File: config.mk
export PLATFORM = sky130hd
export DESIGN_NAME = muldiv_seq
export DESIGN_NICKNAME = d
export VERILOG_FILES = /design/src/rtl/muldiv_seq_pkg.sv /design/src/rtl/muldiv_step.sv /design/src/rtl/muldiv_seq.sv
export SDC_FILE = /design/constraint.sdc
export NUM_CORES = 1
export LEC_CHECK = 0
export BUFFER_PORTS_ARGS = -buffer_cell sky130_fd_sc_hd__buf_4
export CELL_PAD_IN_SITES_DETAIL_PLACEMENT = 0
export CELL_PAD_IN_SITES_GLOBAL_PLACEMENT = 1
export CORE_UTILIZATION = 30
export CTS_CLUSTER_SIZE = 30
export DETAILED_ROUTE_END_ITERATION = 8
export GPL_TIMING_DRIVEN = 1
export PLACE_DENSITY_LB_ADDON = 0.25
export SETUP_SLACK_MARGIN = 0.2
export SYNTH_ARGS = -nofsm -noshare
export SYNTH_HDL_FRONTEND = slang
export SYNTH_HIERARCHICAL = 1
export SYNTH_SLANG_ARGS = --single-unit
File: constraint.sdc
create_clock -name clk -period 4.88 [get_ports clk]
set_input_delay 0.488 -clock clk [delete_from_list [all_inputs] [get_ports clk]]
set_output_delay 0.488 -clock clk [all_outputs]
set_load 0.01 [all_outputs]
File: src/rtl/muldiv_seq_pkg.sv
// Shared decode header: ALU opcodes and muldiv sequencer states.
// Imported by the execute-stage muldiv unit.
package muldiv_seq_pkg;

  localparam logic [3:0] ALU_ADD  = 4'h0;
  localparam logic [3:0] ALU_SUB  = 4'h1;
  localparam logic [3:0] ALU_AND  = 4'h2;
  localparam logic [3:0] ALU_OR   = 4'h3;
  localparam logic [3:0] ALU_XOR  = 4'h4;
  localparam logic [3:0] ALU_SLL  = 4'h5;
  localparam logic [3:0] ALU_SRL  = 4'h6;
  localparam logic [3:0] ALU_SRA  = 4'h7;
  localparam logic [3:0] ALU_SLT  = 4'h8;
  localparam logic [3:0] ALU_SLTU = 4'h9;
  localparam logic [3:0] ALU_MUL  = 4'hA;
  localparam logic [3:0] ALU_DIV  = 4'hB;
  localparam logic [3:0] ALU_MOD  = 4'hC;

  typedef enum logic [1:0] {
    MD_IDLE = 2'd0,
    MD_MUL  = 2'd1,
    MD_DIV  = 2'd2,
    MD_DONE = 2'd3
  } md_state_e;

  function automatic logic is_md_op(
    input logic [3:0] op
  );
    return (op == ALU_MUL) ||
           (op == ALU_DIV) ||
           (op == ALU_MOD);
  endfunction

endpackage

File: src/rtl/muldiv_step.sv
// One shift-add multiply or restoring-divide iteration.
// Purely combinational; registers live in muldiv_seq.
module muldiv_step #(
  parameter int W = 32
) (
  input  logic         div,
  input  logic [W-1:0] acc,
  input  logic [W-1:0] qr,
  input  logic [W-1:0] opa,
  input  logic [W-1:0] opb,
  output logic [W-1:0] acc_n,
  output logic [W-1:0] qr_n,
  output logic [W-1:0] opa_n
);

  logic [W:0]   rw;
  logic [W-1:0] diff;
  logic         ge;

  always_comb begin
    // shifted remainder needs W+1 bits; a kept difference always fits W
    rw    = {acc, qr[W-1]};
    ge    = rw >= {1'b0, opb};
    diff  = rw[W-1:0] - opb;
    acc_n = acc;
    qr_n  = qr;
    opa_n = opa;
    if (div) begin
      acc_n = ge ? diff : rw[W-1:0];
      qr_n  = {qr[W-2:0], ge};
    end else begin
      acc_n = acc + (qr[0] ? opa : '0);
      qr_n  = qr >> 1;
      opa_n = opa << 1;
    end
  end

endmodule

File: src/rtl/muldiv_seq.sv
// Multi-cycle MUL/DIV/MOD sequencer for the execute stage.
// FSM, iteration counter and all state registers live here.
module muldiv_seq
  import muldiv_seq_pkg::*;
#(
  parameter int W = 32
) (
  input  logic         clk,
  input  logic         rst,
  input  logic         start,
  input  logic [3:0]   op,
  input  logic [W-1:0] a,
  input  logic [W-1:0] b,
  input  logic         flush,
  output logic         busy,
  output logic         done,
  output logic [W-1:0] y
);

  localparam int CW = $clog2(W);

  md_state_e    state;
  logic [CW-1:0] cnt;
  logic [W-1:0] acc;
  logic [W-1:0] qr;
  logic [W-1:0] opa;
  logic [W-1:0] opb;
  logic         mod_op;
  logic [W-1:0] acc_n;
  logic [W-1:0] qr_n;
  logic [W-1:0] opa_n;

  muldiv_step #(.W(W)) u_step (
    .div   (state == MD_DIV),
    .acc   (acc),
    .qr    (qr),
    .opa   (opa),
    .opb   (opb),
    .acc_n (acc_n),
    .qr_n  (qr_n),
    .opa_n (opa_n)
  );

  always_ff @(posedge clk) begin
    if (rst) begin
      state  <= MD_IDLE;
      cnt    <= '0;
      busy   <= 1'b0;
      done   <= 1'b0;
      y      <= '0;
      acc    <= '0;
      qr     <= '0;
      opa    <= '0;
      opb    <= '0;
      mod_op <= 1'b0;
    end else begin
      done <= 1'b0;
      if (flush) begin
        state <= MD_IDLE;
        busy  <= 1'b0;
      end else begin
        unique case (state)
          MD_IDLE: begin
            if (start && is_md_op(op)) begin
              cnt    <= '0;
              acc    <= '0;
              opa    <= a;
              opb    <= b;
              mod_op <= (op == ALU_MOD);
              busy   <= 1'b1;
              if (op == ALU_MUL) begin
                qr    <= b;
                state <= MD_MUL;
              end else if (b == '0) begin
                // zero divisor resolves at accept
                state <= MD_DONE;
                done  <= 1'b1;
                y     <= (op == ALU_MOD) ? a : '1;
              end else begin
                qr    <= a;
                state <= MD_DIV;
              end
            end
          end
          MD_MUL, MD_DIV: begin
            acc <= acc_n;
            qr  <= qr_n;
            opa <= opa_n;
            cnt <= cnt + 1'b1;
            if (cnt == CW'(W - 1)) begin
              state <= MD_DONE;
              done  <= 1'b1;
              if (state == MD_MUL || mod_op)
                y <= acc_n;
              else
                y <= qr_n;
            end
          end
          MD_DONE: begin
            state <= MD_IDLE;
            busy  <= 1'b0;
          end
          default: state <= MD_IDLE;
        endcase
      end
    end
  end

endmodule
# == Word-level counts from Yosys, hierarchy flattened ==
# Cells that the tools add are included.
# totals
memories,0
latchBits,0
rom_bits,0
ff_bits,170
ram_bits,0
word_cells,79
# op_classes
n_mul,0
n_addsub,3
div,0
magnitude_cmp,1
eq_ne,13
n_shift,0
reduce_logical,17
n_bitwise,1
muxes,34
# ops
cell,n
2-to-1 mux 32 bit,16
case mux 32 bit (2 select lines),4
>= comparator 33 x 32 -> 1 bit,1
adder 32 bit,1
logical NOT 32 bit,1
subtractor 32 bit,1
"== test 4 bit, second input constant",3
"!= test 2 bit, second input constant",5
case mux 5 bit (2 select lines),1
AND reduction 4 bit,2
2-to-1 mux 1 bit,6
2-to-1 mux 2 bit,3
case mux 2 bit (3 select lines),1
AND reduction 3 bit,2
AND reduction 6 bit,1
"adder 5 x 1 -> 5 bit, second input constant",1
"== test 5 bit, second input constant",1
2-to-1 mux 5 bit,1
"== test 2 bit, second input constant",2
case mux 1 bit (2 select lines),2
AND reduction 2 bit,2
nonzero test 2 bit,2
OR reduction 2 bit,2
logical OR 1 bit,3
other kinds (5),5

# == Longest topological paths before layout ==
# logic_depth
depth_word,6
mapped_depth,17
depth_no_buf,17

# == Cells and area by module ==
# The synthesis kept the hierarchy.
# modules_own_cells
module,area_each_um2,cells_per_inst,instances,seq_area_each_um2
muldiv_seq,8306.7,1058,1,3403.3
muldiv_step,5086.1,733,1,0.0

# == Worst setup path after synthesis ==
# Ideal clock, no wire load.
# synth_path
path_type,flip-flop to flip-flop
from,register qr[0]
to,register y[30]
n_path_buf,1
period_less_slack_ps,3529
setup_slack_ps,1351
setup_time_ps,70
t_arrival_ps,3458
t_required_ps,4810
stages_incl_launch_ff,17
path_cell_list,dfxtp_1 > clkbuf_1 > nand2_1 > fa_1 > nand2b_1 > a21oi_1 > o31a_2 > a21bo_4 > a21oi_2 > or3b_1 > a221o_1 > or3_1 > o211ai_1 > o21ai_0 > a32oi_1 > nand3_1 > a21oi_1
# synth_between
elab_chain_cells,6
# synth_lines
item,line,text
from (decl),muldiv_seq.sv:25,logic [W-1:0] qr;
from (signal assigned),muldiv_seq.sv:87,qr <= qr_n;
2-to-1 mux 32 bit,muldiv_step.sv:32,acc_n = acc + (qr[0] ? opa : '0);
adder 32 bit,muldiv_step.sv:32,
2-to-1 mux 32 bit,muldiv_step.sv:28,if (div) begin
net acc_n[30],muldiv_seq.sv:29,logic [W-1:0] acc_n;
2-to-1 mux 32 bit,muldiv_seq.sv:93,if (state == MD_MUL || mod_op)
2-to-1 mux 32 bit,muldiv_seq.sv:90,if (cnt == CW'(W - 1)) begin
case mux 32 bit (2 select lines),muldiv_seq.sv:62,unique case (state)
to (signal assigned),muldiv_seq.sv:78,y <= (op == ALU_MOD) ? a : '1;
to (signal assigned),muldiv_seq.sv:94,y <= acc_n;
to (signal assigned),muldiv_seq.sv:96,y <= qr_n;
to (decl),muldiv_seq.sv:17,output logic [W-1:0] y
# The timed path passes the listed nets, and every way through them passes these cells. The select of a mux whose other input is x is not followed.
# A chain may end at the register's enable or synchronous reset.

# == Worst setup path in the final report ==
# Same ends and word-level chain as after synthesis.

==> report_table.html <==
<table>
<tr><th>Metric</th><th>Value</th></tr>
<tr><th colspan="2">Yosys</th></tr>
<tr><td>Part of the Yosys area used for sequential elements</td><td>about a quarter</td></tr>
<tr><td>Share of the synthesized area in the top cell type</td><td>between 20% and 30%</td></tr>
<tr><td>Number of instances in the synthesized netlist</td><td>around 1.8k</td></tr>
<tr><td>Synthesis-stage register bit count</td><td>170</td></tr>
<tr><td>Area leader, netlist</td><td>sky130_fd_sc_hd__dfxtp_1</td></tr>
<tr><td>Net count after synthesis</td><td>about 1.9k</td></tr>
<tr><td>Cell types occupying the most area after synthesis</td><td>sky130_fd_sc_hd__dfxtp_1, sky130_fd_sc_hd__a21oi_1, sky130_fd_sc_hd__ha_1</td></tr>
<tr><td>Distinct cell type count after synthesis</td><td>between 80 and 90</td></tr>
<tr><td>Mean instance size in the synthesized netlist</td><td>approximately 7.5 um^2</td></tr>
<tr><td>EDFF count, synth</td><td>0</td></tr>
<tr><td>Main flop type after synthesis</td><td>sky130_fd_sc_hd__dfxtp_1</td></tr>
<tr><td>Cell Area, Synth</td><td>approximately 13,000 um^2</td></tr>
<tr><td>Fraction of registers with async set/reset</td><td>0%</td></tr>
<tr><td>Total number of yosys warnings</td><td>6</td></tr>
<tr><th colspan="2">Timing</th></tr>
<tr><td>Max Fclk</td><td>228 MHz</td></tr>
<tr><td>Total of endpoints with negative setup slack in the final report</td><td>0</td></tr>
<tr><td>Tightest Pin Transition</td><td>1.28 ns</td></tr>
<tr><td>Final Max Tran Viols</td><td>0</td></tr>
<tr><td>Largest clock skew in the final design</td><td>about 0.014 ns</td></tr>
<tr><td>Final critical-path share of the clock period</td><td>about nine tenths</td></tr>
<tr><td>TNS Setup</td><td>0 ns</td></tr>
<tr><td>RSZ-0062 raised after global routing</td><td>no</td></tr>
<tr><td>Period minus WS final</td><td>between 4 and 5 ns</td></tr>
<tr><td>Final number of hold-violating endpoints</td><td>0</td></tr>
<tr><td>Worst hold slack</td><td>slightly above 0.3 ns</td></tr>
<tr><td>Headroom to the max-slew limit</td><td>between 10% and 20%</td></tr>
<tr><th colspan="2">Floorplanning</th></tr>
<tr><td>Number of standard-cell rows in the floorplan</td><td>just under 80</td></tr>
<tr><td>I/O pin total</td><td>around 110</td></tr>
<tr><td>Overall die area</td><td>between 40,000 and 50,000 um^2</td></tr>
<tr><td>Starting Density</td><td>30.4%</td></tr>
<tr><td>Die span in y</td><td>between 200 and 250 um</td></tr>
<tr><td>Area of the core</td><td>between 40,000 and 50,000 um^2</td></tr>
<tr><td>Width of the die</td><td>213 um</td></tr>
<tr><th colspan="2">Global route</th></tr>
<tr><td>Most used routing layer in global routing</td><td>met1</td></tr>
<tr><td>Grt ovf</td><td>0</td></tr>
<tr><td>Global routing usage on met1</td><td>32.8%</td></tr>
<tr><td>Antenna violations before repair</td><td>0</td></tr>
<tr><td>Global routing met3 resource utilization</td><td>under 10%</td></tr>
<tr><td>Number of global-route vias before repair</td><td>12.3k</td></tr>
<tr><td>All-layer global routing usage</td><td>21.8%</td></tr>
<tr><td>GR met2 Demand/Resource</td><td>about 31%</td></tr>
<tr><td>Pin count of the biggest net entering global routing</td><td>about 120</td></tr>
<tr><td>Wire length of the first global-routing pass</td><td>approximately 76 mm</td></tr>
<tr><th colspan="2">Clock network</th></tr>
<tr><td>Clock transition at the register clock pins on the worst setup and hold paths after CTS</td><td>approximately 0.07 ns</td></tr>
<tr><td>Sinks on the clock net</td><td>170</td></tr>
<tr><td>Number of buffers on the longest clock path</td><td>2</td></tr>
<tr><td># H-tree levels</td><td>4</td></tr>
<tr><td>Total CTS buffers</td><td>17</td></tr>
<tr><td>TritonCTS clock tree</td><td>done</td></tr>
<tr><td>Root buffer cell</td><td>sky130_fd_sc_hd__clkbuf_16</td></tr>
<tr><td>Clock latency on the worst-skew pair</td><td>between 0.4 and 0.5 ns</td></tr>
<tr><th colspan="2">Critical path</th></tr>
<tr><td>Sort of element at the start of the critical path</td><td>register</td></tr>
<tr><td>CP Data Required Time</td><td>5.26 ns</td></tr>
<tr><td>Setup crit end kind</td><td>register</td></tr>
<tr><td>CP max FO</td><td>14</td></tr>
<tr><td>WP data arrival</td><td>~4.8 ns</td></tr>
<tr><td>Startpoint-to-endpoint class of the critical path</td><td>register to register</td></tr>
<tr><th colspan="2">Finish</th></tr>
<tr><td>Post-Layout Cell Count</td><td>~2.4k</td></tr>
<tr><td>Fill cells</td><td>4,800</td></tr>
<tr><td>Layout cell share with drive strength beyond 1</td><td>14.8%</td></tr>
<tr><td>Number of nets in the layout</td><td>slightly below 2k</td></tr>
<tr><td># diodes</td><td>0</td></tr>
<tr><td>Signed area change from the synthesized netlist to the final layout</td><td>13.8%</td></tr>
<tr><th colspan="2">Place</th></tr>
<tr><td># placed instances</td><td>around 2.4k</td></tr>
<tr><td>IO buf count</td><td>about 110</td></tr>
<tr><td>DP HPWL</td><td>about 36 mm</td></tr>
<tr><td>Routability Congestion</td><td>0.870</td></tr>
<tr><th colspan="2">Min path</th></tr>
<tr><td>Hold Crit Class</td><td>primary input to register</td></tr>
<tr><th colspan="2">Outcome</th></tr>
<tr><td>Result of the run</td><td>finished clean</td></tr>
<tr><th colspan="2">Route</th></tr>
<tr><td>Violation count after the first detailed-route iteration</td><td>slightly below 1k</td></tr>
<tr><td>Vias after detailed routing</td><td>between 10k and 15k</td></tr>
<tr><td>DR vias/cell</td><td>approximately 5.5</td></tr>
<tr><td>Drt first pass iters</td><td>5</td></tr>
<tr><td>Number of remaining DRC errors</td><td>0</td></tr>
<tr><td>Routed length per placed instance</td><td>just over 20 um</td></tr>
<tr><td>Remaining antenna violation count</td><td>0</td></tr>
<tr><td>Aggregate routed wire length</td><td>49.4 mm</td></tr>
<tr><th colspan="2">Power and ir drop</th></tr>
<tr><td>Leakage</td><td>around 5.6 nW</td></tr>
<tr><td>Largest vdd supply drop</td><td>0.000142 V</td></tr>
<tr><td>Power per unit of standard cell area</td><td>about 230 nW/um^2</td></tr>
<tr><td>Overall power consumption</td><td>roughly 0.0035 W</td></tr>
<tr><th colspan="2">Flow run</th></tr>
<tr><td>Number of max-capacitance violations reported</td><td>0</td></tr>
</table>
==> cells in the mapped netlist (all sizes together) (26+ instances only) <==
cell type,number
nor2,128
a32oi,30
dfxtp,170
inv,55
xnor2,27
nand3,88
nand3b,34
mux2i,77
a21oi,223
mux2,65
a211oi,41
ha,69
and2,33
clkbuf,98
a21o,26
buf,42
o21ai,167
nand2,221
==> routing by layer <==
layer / up-vias / share of wire, %
met5: - / 0
met2: 341 / 42
met4: 0 / 2.5
met3: 53 / 4.5
met1: 6338 / 51
li1: 6475 / -
==> cells in the final DEF (no fill, tap or decap), types with 12 or more instances in the layout <==
cell type                   Yosys  routed
sky130_fd_sc_hd__a211oi_1      39      39
sky130_fd_sc_hd__a21o_1        26      26
sky130_fd_sc_hd__a21oi_1      220     220
sky130_fd_sc_hd__a32oi_1       30      30
sky130_fd_sc_hd__and2_1        33      33
sky130_fd_sc_hd__buf_4          5     128
sky130_fd_sc_hd__clkbuf_16      0      17
sky130_fd_sc_hd__dfxtp_1      170     169
sky130_fd_sc_hd__ha_1          69      67
sky130_fd_sc_hd__inv_1         54      54
sky130_fd_sc_hd__mux2_2        65      65
sky130_fd_sc_hd__mux2i_1       77      77
sky130_fd_sc_hd__nand2_1      220     220
sky130_fd_sc_hd__nand2b_1      13      13
sky130_fd_sc_hd__nand3_1       88      88
sky130_fd_sc_hd__nand3b_1      34      34
sky130_fd_sc_hd__nand4_1       12      12
sky130_fd_sc_hd__nor2_1       128     127
sky130_fd_sc_hd__o21ai_0      146     146
sky130_fd_sc_hd__o21ai_1       21      20
sky130_fd_sc_hd__xnor2_1       27      27
sky130_fd_sc_hd__xor2_1        24      24
==> power by group <==
part | internal [W] | switching [W]
sequential | 0.00141 | 0.0000229
clock | 0.000765 | 0.000658
combinational | 0.000239 | 0.000400
total | 0.00242 | 0.00108
==> metrics by stage <==
stage / utilization [%] / setup slack [ns] / instance area, um^2
2_1_floorplan: - / 1.35 / 13400
3_3_place_gp: 33.2 / 0.375 / 14600
3_5_place_dp: 33.2 / 0.368 / 14600
4_1_cts: 34.5 / 0.344 / 15200
5_1_grt: 34.5 / 0.238 / 15200
6_report: 34.5 / 0.490 / 15200
==> flip-flops by register name, summed over array words and instances (netlist names) <==
name and cells:
cnt 5, done 1, acc 32, y 32
mod_op 1, qr 32, opb 32, busy 1
state 2, opa 32
==> final timing paths <==
kind                start  endpoint  slack [ns]  cells past startpoint
setup / recovery    qr[0]     y[30]        0.49                     17
hold / removal      flush  state[1]        0.30                      2
setup reg to reg    qr[0]     y[30]        0.49                     17
hold reg to reg   opb[20]   opb[20]        0.46                      2
==> what timing repair did <==
| item | CTS | global route |
|---|---|---|
| setup endpoints to repair | 0 | 1 |
| setup buffers | 0 | 0 |
| hold buffers | 0 | 0 |
| resized for setup | 0 | 1 |
| hold endpoints to repair | 0 | 0 |
==> worst max-delay path: stages (launching register included) <==
cell                       delay [ns]
sky130_fd_sc_hd__dfxtp_2         0.49
sky130_fd_sc_hd__and2_1          0.17
sky130_fd_sc_hd__ha_1            0.20
sky130_fd_sc_hd__inv_1           0.07
sky130_fd_sc_hd__fa_1            0.37
sky130_fd_sc_hd__nand2b_1        0.20
sky130_fd_sc_hd__a21oi_1         0.25
sky130_fd_sc_hd__o31a_2          0.24
sky130_fd_sc_hd__a21bo_4         0.17
sky130_fd_sc_hd__a21oi_2         0.08
sky130_fd_sc_hd__or3b_1          0.42
sky130_fd_sc_hd__a221o_1         0.37
sky130_fd_sc_hd__or3_1           0.36
sky130_fd_sc_hd__o211ai_1        0.17
sky130_fd_sc_hd__o21ai_0         0.14
sky130_fd_sc_hd__a32oi_1         0.34
sky130_fd_sc_hd__nand3_1         0.13
sky130_fd_sc_hd__a21oi_1         0.14
==> area by class of cell <==
type / count / area [um^2] / share of cell area (%)
Sequential cell: 170 / 3400 / 22.3
Timing Repair Buffer: 132 / 1030 / 6.78
Multi-Input combinational cell: 1426 / 9260 / 60.8
Tap cell: 592 / 741 / 4.86
Clock buffer: 18 / 429 / 2.82
Inverter: 55 / 206 / 1.36
Clock inverter: 14 / 160 / 1.05
==> cells by family (layout without fill, tap and decap cells) <==
family,after synthesis,count (layout),synth area share (%)
flops,170,170,25.4
mux,142,142,11.2
buf+inv,195,219,6.11
fa+ha+maj,71,71,6.75
xor+xnor,51,51,3.34
simple gates,591,591,21.1
compound gates,571,571,26.1
Power figures use the tool's default switching activity.
